**src/rtl/uart_tx_arb.sv**
```systemverilog
// -----------------------------------------------------------------------------
// uart_tx_arb
//
// Round-robin arbiter that shares one UART transmitter between three byte-level
// requesters (0: command FSM status, 1: barcode/station report, 2: obstacle/
// buzzer alert). It owns the transmitter's start strobe and data byte. It sends
// one byte per grant. Each byte completes on a rising edge of tx_done_i. A
// watchdog returns the arbiter to IDLE if that edge never arrives.
//
// Parameters:
//   TO_CYC    clock cycles allowed after LOAD before err_o pulses (>= 2)
//   TO_W      watchdog counter width, 2**TO_W > TO_CYC
//
// Ports:
//   clk        system clock
//   rst_n      asynchronous active-low reset
//   req_i      level request per requester, held until its ack
//   data0_i    byte offered by requester 0 (stable while req_i[0] is high)
//   data1_i    byte offered by requester 1 (stable while req_i[1] is high)
//   data2_i    byte offered by requester 2 (stable while req_i[2] is high)
//   ack_o      one-hot 1-cycle pulse: granted byte latched, requester released
//   done_o     one-hot 1-cycle pulse: granted byte finished transmitting
//   gnt_o      one-hot grant, held from LOAD through the end of WAIT
//   trmt_o     1-cycle start strobe to the transmitter
//   tx_data_o  byte to the transmitter, held stable for the whole grant
//   tx_done_i  transmitter completion level (only its rising edge is used)
//   busy_o     high whenever the arbiter is not IDLE
//   err_o      1-cycle pulse when the watchdog expires
// -----------------------------------------------------------------------------
module uart_tx_arb #(
  parameter int TO_CYC = 60000,
  parameter int TO_W   = 16
) (
  input  logic       clk,
  input  logic       rst_n,
  input  logic [2:0] req_i,
  input  logic [7:0] data0_i,
  input  logic [7:0] data1_i,
  input  logic [7:0] data2_i,
  output logic [2:0] ack_o,
  output logic [2:0] done_o,
  output logic [2:0] gnt_o,
  output logic       trmt_o,
  output logic [7:0] tx_data_o,
  input  logic       tx_done_i,
  output logic       busy_o,
  output logic       err_o
);

  typedef enum logic [1:0] {
    S_IDLE = 2'd0,
    S_LOAD = 2'd1,
    S_WAIT = 2'd2
  } state_e;

  // The watchdog counter holds the number of cycles elapsed since LOAD.
  // It reads 0 during LOAD, so reaching TO_CYC-1 in WAIT puts err_o exactly
  // TO_CYC cycles after LOAD.
  localparam logic [TO_W-1:0] WD_LAST = TO_W'(TO_CYC - 1);
  localparam logic [TO_W-1:0] WD_ONE  = TO_W'(1);

  state_e          state_q;
  logic [1:0]      last_q;
  logic [1:0]      gidx_q;
  logic [2:0]      gnt_q;
  logic [2:0]      ack_q;
  logic [2:0]      done_q;
  logic            trmt_q;
  logic            err_q;
  logic            tx_done_q;
  logic [7:0]      tx_data_q;
  logic [TO_W-1:0] wd_cnt_q;

  // ---------------------------------------------------------------------------
  // Round-robin selection. cand[k] is the requester with priority rank k,
  // starting at last_q+1 (mod 3) and ending at last_q itself.
  // ---------------------------------------------------------------------------
  logic [1:0] cand [3];

  for (genvar gi = 0; gi < 3; gi++) begin : g_cand
    logic [2:0] sum;
    assign sum       = {1'b0, last_q} + 3'(gi + 1);
    assign cand[gi]  = (sum >= 3'd3) ? 2'(sum - 3'd3) : sum[1:0];
  end

  logic       pick_vld;
  logic [1:0] pick_idx;
  logic [2:0] pick_oh;
  logic [7:0] pick_data;

  always_comb begin
    pick_vld = 1'b0;
    pick_idx = 2'd0;
    // Walk from lowest to highest priority so the highest-ranked hit wins.
    for (int k = 2; k >= 0; k--) begin
      if (req_i[cand[k]]) begin
        pick_vld = 1'b1;
        pick_idx = cand[k];
      end
    end
  end

  assign pick_oh = 3'b001 << pick_idx;

  always_comb begin
    case (pick_idx)
      2'd0:    pick_data = data0_i;
      2'd1:    pick_data = data1_i;
      default: pick_data = data2_i;
    endcase
  end

  logic tx_done_rise;
  assign tx_done_rise = tx_done_i & ~tx_done_q;

  // ---------------------------------------------------------------------------
  // Control FSM with registered outputs.
  // ---------------------------------------------------------------------------
  always_ff @(posedge clk or negedge rst_n) begin
    if (!rst_n) begin
      state_q   <= S_IDLE;
      last_q    <= 2'd2;
      gidx_q    <= 2'd0;
      gnt_q     <= 3'b000;
      ack_q     <= 3'b000;
      done_q    <= 3'b000;
      trmt_q    <= 1'b0;
      err_q     <= 1'b0;
      tx_done_q <= 1'b0;
      tx_data_q <= 8'h00;
      wd_cnt_q  <= '0;
    end else begin
      tx_done_q <= tx_done_i;
      // Strobe outputs are single-cycle pulses by default.
      trmt_q    <= 1'b0;
      ack_q     <= 3'b000;
      done_q    <= 3'b000;
      err_q     <= 1'b0;

      case (state_q)
        S_IDLE: begin
          if (pick_vld) begin
            gnt_q     <= pick_oh;
            gidx_q    <= pick_idx;
            tx_data_q <= pick_data;
            trmt_q    <= 1'b1;
            ack_q     <= pick_oh;
            wd_cnt_q  <= '0;
            state_q   <= S_LOAD;
          end
        end

        S_LOAD: begin
          last_q   <= gidx_q;
          wd_cnt_q <= WD_ONE;
          state_q  <= S_WAIT;
        end

        S_WAIT: begin
          // A completion edge takes precedence over a coincident timeout.
          if (tx_done_rise) begin
            done_q  <= gnt_q;
            gnt_q   <= 3'b000;
            state_q <= S_IDLE;
          end else if (wd_cnt_q == WD_LAST) begin
            err_q   <= 1'b1;
            gnt_q   <= 3'b000;
            state_q <= S_IDLE;
          end else begin
            wd_cnt_q <= wd_cnt_q + WD_ONE;
          end
        end

        default: begin
          gnt_q   <= 3'b000;
          state_q <= S_IDLE;
        end
      endcase
    end
  end

  assign ack_o     = ack_q;
  assign done_o    = done_q;
  assign gnt_o     = gnt_q;
  assign trmt_o    = trmt_q;
  assign tx_data_o = tx_data_q;
  assign err_o     = err_q;
  assign busy_o    = (state_q != S_IDLE);

endmodule

```
**config.mk**
```make
export PLATFORM = sky130hd
export DESIGN_NAME = uart_tx_arb
export DESIGN_NICKNAME = d
export VERILOG_FILES = /design/src/rtl/uart_tx_arb.sv
export SDC_FILE = /design/constraint.sdc
export NUM_CORES = 1
export LEC_CHECK = 0
export ABC_AREA = 1
export BUFFER_PORTS_ARGS = -buffer_cell sky130_fd_sc_hd__buf_2
export CORE_MARGIN = 1
export CORE_UTILIZATION = 50
export DETAILED_ROUTE_END_ITERATION = 12
export PLACE_DENSITY = 0.81
export SETUP_SLACK_MARGIN = 0.2
export SLEW_MARGIN = 10
export SYNTH_ARGS = -nofsm -noshare
export SYNTH_HDL_FRONTEND = slang
export SYNTH_SLANG_ARGS = --single-unit
```
**constraint.sdc**
```tcl
create_clock -name clk -period 2.2 [get_ports clk]
set_input_delay 0 -clock clk [delete_from_list [all_inputs] [get_ports clk]]
set_output_delay 0 -clock clk [all_outputs]
set_load 0.005 [all_outputs]
```
# ---- Word level (Yosys, flattened, before mapping)
# Cells that the tools add are included.
dict set report classes {
  n_shift 1
  bitwise_logic 3
  n_mux 37
  magnitude_cmp 6
  n_reduce_logical 8
  addsub 7
  eq_ne 8
}
# op count
set ops {}
lappend ops {{2-to-1 mux 16 bit} 3}
lappend ops {{case mux 16 bit (3 select lines)} 1}
lappend ops {{2-to-1 mux 3 bit} 7}
lappend ops {{2-to-1 mux 2 bit} 9}
lappend ops {{adder 16 x 1 -> 16 bit (second input constant)} 1}
lappend ops {{== test 16 bit (second input constant)} 1}
lappend ops {{case mux 8 bit (2 select lines)} 1}
lappend ops {{2-to-1 mux 1 bit} 11}
lappend ops {{greater-or-equal comparator 3 x 2 -> 1 bit (second input constant)} 3}
lappend ops {{< comparator 2 x 3 -> 1 bit (second input constant)} 3}
lappend ops {{case mux 3 bit (3 select lines)} 1}
lappend ops {{adder 2 x 2 -> 3 bit (second input constant)} 2}
lappend ops {{binary-select mux 1 bit (select 2 bit)} 3}
lappend ops {{!= test 2 bit (second input constant)} 3}
lappend ops {{case mux 2 bit (3 select lines)} 1}
lappend ops {{subtractor 2 bit (second input constant)} 3}
lappend ops {{== test 2 x 1 -> 1 bit (second input constant)} 2}
lappend ops {{zero test 2 bit} 2}
lappend ops {{AND reduction 2 bit} 2}
lappend ops {{AND reduction 4 bit} 1}
lappend ops {{adder 2 x 1 -> 3 bit (second input constant)} 1}
lappend ops {{!= test 3 bit (second input constant)} 1}
lappend ops {{AND reduction 3 bit} 1}
lappend ops {{nonzero test 3 bit} 1}
lappend ops {{5 further kinds} 6}
dict set report word_totals {
  out_inout_bits 20
  input_bits 30
  regBits 42
}

# ---- Depth between registers and ports, before layout
dict set report depth {
  ltp_word 11
  depth_mapped 15
  ltp_nobuf 14
}

# ---- Least setup slack after synthesis
# Ideal clock, no wire load.
dict set report synth_path {
  kind {register -> register}
  start {register last_q[1]}
  end {register tx_data_q[0] (netlist: tx_data_o[0])}
  period_less_slack_ns 1.939
  arrival_ns 1.822
  stages_incl_launch_ff 14
  path_buffers 1
  setup_slack_ns 0.261
  required_time_ns 2.083
  setup_ns 0.117
  cell_sequence {dfstp_2 -> inv_1 -> ha_1 -> buf_6 -> inv_4 -> nand3_1 -> o21ai_0 -> inv_1 -> nand2_1 -> nand2_2 -> nand2_2 -> nor2_1 -> nor2_1 -> nor2_1}
}
dict set report synth_via {
  elab_chain_cells 10
  elab_cells_between_ends 28
  cone_classes {6 x add/sub; 3 x order compare; 1 x eq/ne; 16 x mux; 2 x reduce/logical}
}
# element line
set synth_rtl {}
lappend synth_rtl {{from (decl)} 63} ;# logic [1:0] last_q;
lappend synth_rtl {{from (signal assigned)} 154} ;# last_q <= gidx_q;
lappend synth_rtl {{adder 2 x 2 -> 3 bit} 82} ;# assign sum = {1'b0, last_q} + 3'(gi + 1);
lappend synth_rtl {{greater-or-equal comparator 3 x 2 -> 1 bit or subtractor 2 bit (tied branches)} 83} ;# assign cand[gi] = (sum >= 3'd3) ? 2'(sum - 3'd3) : sum[1:0];
lappend synth_rtl {{2-to-1 mux 2 bit} 83}
lappend synth_rtl {{binary-select mux 1 bit (select 2 bit)} 96} ;# if (req_i[cand[k]]) begin
lappend synth_rtl {{2-to-1 mux 1 bit (implied by the code)} 96}
lappend synth_rtl {{2-to-1 mux 2 bit (3 in a row)} 96}
lappend synth_rtl {{== test 2 x 1 -> 1 bit or zero test 2 bit (tied branches)} 106} ;# case (pick_idx)
lappend synth_rtl {{case mux 8 bit (2 select lines)} 106}
lappend synth_rtl {{to (signal assigned)} 145} ;# tx_data_q <= pick_data;
lappend synth_rtl {{to (decl)} 71} ;# logic [7:0] tx_data_q;
# Parallel ways exist; a longest one is shown, timed or not. The select of a mux whose other input is x is not followed.
# A chain may end at the register's enable or synchronous reset.

# ---- Final worst setup path
dict set report layout_path {
  start {register last_q[1]}
  end {register tx_data_q[4] (netlist: tx_data_o[4])}
}
# Same word-level chain as after synthesis.

==> results_dict.tcl <==
set metrics [dict create \
    finalSetupViolations 0 \
    drt_pre_antenna_iters 5 \
    synth_edf_count 0 \
    whs_ns 0.0100 \
    fin_cells 479 \
    core_mm2 0.00488 \
    clk_pin_slew_worst_paths_ns 0.09 \
    rsz0062_at_grt "true" \
    antenna_found_initial 0 \
    design_power_total_uw 5690 \
    fin_util 0.711 \
    layout_common_cells "nand2_1 (64), buf_2 (49), nor2_1 (42), dfrtp_1 (39), inv_1 (34)" \
    ant_nets 0 \
    reg2reg_slack_ns 0.18 \
    dp_hpwl_um 4370 \
    r2r_cells 12 \
    layout_commonest_cell "nand2_1" \
    dp_cells 459 \
    setup_tns_ns 0 \
    area_delta_synth_final_pct 32.7 \
    grt_max_degree 43 \
    fp.dieW_um 74.3 \
    wl_per_cell_um 15.0 \
    status "finished, final reports clean" \
    nets 448 \
    worstPathRequired_ns 2.40 \
    h-tree-depth 2 \
    drt_iter0_drc 284 \
    max_freq_ghz 0.496 \
    ys.warnings.count 0 \
    diodes 0 \
    grt_pass1_vias 2213 \
    end_kind "flop" \
    io_buffer_count 49 \
    synth_nets 380 \
    arrival_ns 2.22 \
    cts_buffers 5 \
    clk_latency_ns 0.31 \
    synth-seq-cells 42 \
    clockBufferDepth 2 \
    cts_tree "built" \
    gr-total-overflow 0 \
    startpoint_type "flop" \
    path_class "reg -> reg" \
    io_pins 50 \
    fin_skew_ns 0.0104 \
    drive_above_1_share 0.364 \
    hold_viol 0 \
    viasPerCell 5.62 \
    power_density_mw_per_mm2 1640 \
    drcViolationCount 0 \
    avgSynthCellArea_um2 7.62 \
    die_area_mm2 0.00552 \
    r2r-end "tx_data_o[4]" \
    period_share 0.917 \
    rows 25 \
    cp_max_fo 8 \
    grt_first_pass_wirelength_um 9930 \
    synthCells 343 \
    ys_seq_area_frac 0.402 \
    vias 2690 \
    drv_cap 0 \
    post-route-min-period_ns 2.02 \
    clkSinkCount 42 \
    peakVddDrop_v 0.00132 \
    holdPathEnd "tx_data_o[7]" \
    holdCritPathClass "in -> reg" \
    die_h_um 74.3 \
    netlist_area_mm2 0.00262 \
    leakage_uw 0.00164 \
    gp_congestion 0.899 \
    synthArstFlopShare 1.00 \
    rr_startpoint "last_q[1]" \
    relSlewSlack 0.384 \
    initial_core_util 0.536 \
    cts_root_buffer "clkbuf_8" \
    tightestPinTransition_ns 0.923 \
    synth_cell_types 35 \
    wl_um 7160 \
    holdPathStages 5 \
    grt_use_total 0.234 \
    maxSlewViolCount 0 \
    min_from "data2_i[7]" \
    synthFlopType "dfrtp_1" \
]
repair_timing:
item                                    4_1_cts  5_1_grt
setup buffers                                 0        6
endpoints found under the setup margin       29       32
endpoints found under the hold margin        42        0
hold buffers                                  2        0
gates resized for setup                       6       62
pin swaps                                     0       21
gates cloned                                  1        3
worst max-delay path, cell delays in order, from the launching register on:
cell	delay [ns]
dfstp_2	0.58
inv_4	0.05
ha_4	0.34
inv_6	0.07
nand2_4	0.06
nand3_4	0.10
a21oi_4	0.19
nand2_4	0.11
buf_12	0.15
nand3_2	0.06
nand3_2	0.06
nor2_2	0.11
nor2_1	0.05
report_power, final:
part | total (uW) | leakage (uW) | switching (uW) | internal [uW]
combinational | 3970 | 0.00105 | 2380 | 1590
sequential | 1100 | 0.000543 | 118 | 983
clock | 621 | 0.0000514 | 282 | 339
cell type report:
cell class	instances	area, um^2
repair buffers	67	465
fillers	385	1410
repair inverters	2	12.5
clock inverters	2	37.5
inverters	40	165
clock buffers	6	72.6
flip-flops and latches	42	1050
well taps	67	83.8
multi-input cells	253	1580
cell usage after synthesis (2+ instances only):
master,number,share of area
nand2_1,76,0.11
nor2_1,49,0.070
dfrtp_1,41,0.39
nand3_1,39,0.075
inv_1,36,0.052
nand4_1,19,0.045
o21ai_2,14,0.047
o21ai_0,11,0.021
nor3_1,8,0.015
ha_1,7,0.033
nand2_2,5,0.012
a31o_2,3,0.010
buf_6,3,0.013
o21ai_1,3,0.0057
a21oi_2,2,0.0067
buf_8,2,0.011
clkbuf_1,2,0.0029
inv_2,2,0.0029
inv_4,2,0.0048
nand2_4,2,0.0086
nand3_2,2,0.0077
xor2_1,2,0.0067
flip-flops by register name (all words and copies together), names as in the netlist:
register / count
last_q: 2
tx_data_o: 8
gnt_o: 3
wd_cnt_q: 16
tx_done_q: 1
state_q: 2
err_o: 1
done_o: 3
ack_o: 3
gidx_q: 2
trmt_o: 1
cells by family after synthesis:
family | count (synthesis) | share of synthesized area
simple gates | 206 | 0.362
xor+xnor | 2 | 0.00670
buf+inv | 48 | 0.0885
fa+ha+maj | 7 | 0.0335
compound gates | 38 | 0.107
flops | 42 | 0.402
stage by stage:
stage,instance area [um^2],worst slack (ns)
finish,3470,0.183
global route,3470,0.110
CTS,3120,0.212
global placement,2950,0.121
detailed placement,2950,0.0254
floorplan,2620,0.261
how the worst max path moves through the flow:
stage	slack [ns]	to	depth (start not counted)	start
finish	0.18	tx_data_o[4]	12	last_q[1]
global route	0.11	tx_data_o[4]	11	last_q[1]
CTS	0.21	gnt_o[1]	10	last_q[1]
detailed placement	0.03	gnt_o[1]	10	last_q[1]
global placement	0.12	tx_data_o[0]	11	last_q[1]
floorplan	0.26	tx_data_o[0]	13	last_q[1]
routing by layer:
layer,global-route usage,wire [um],up-vias
met5,0,0,-
met4,0.103,198,0
met3,0.0420,377,34
met2,0.370,3620,123
met1,0.317,2970,1266
li1,-,-,1267
(Power assumes the default switching activity.)
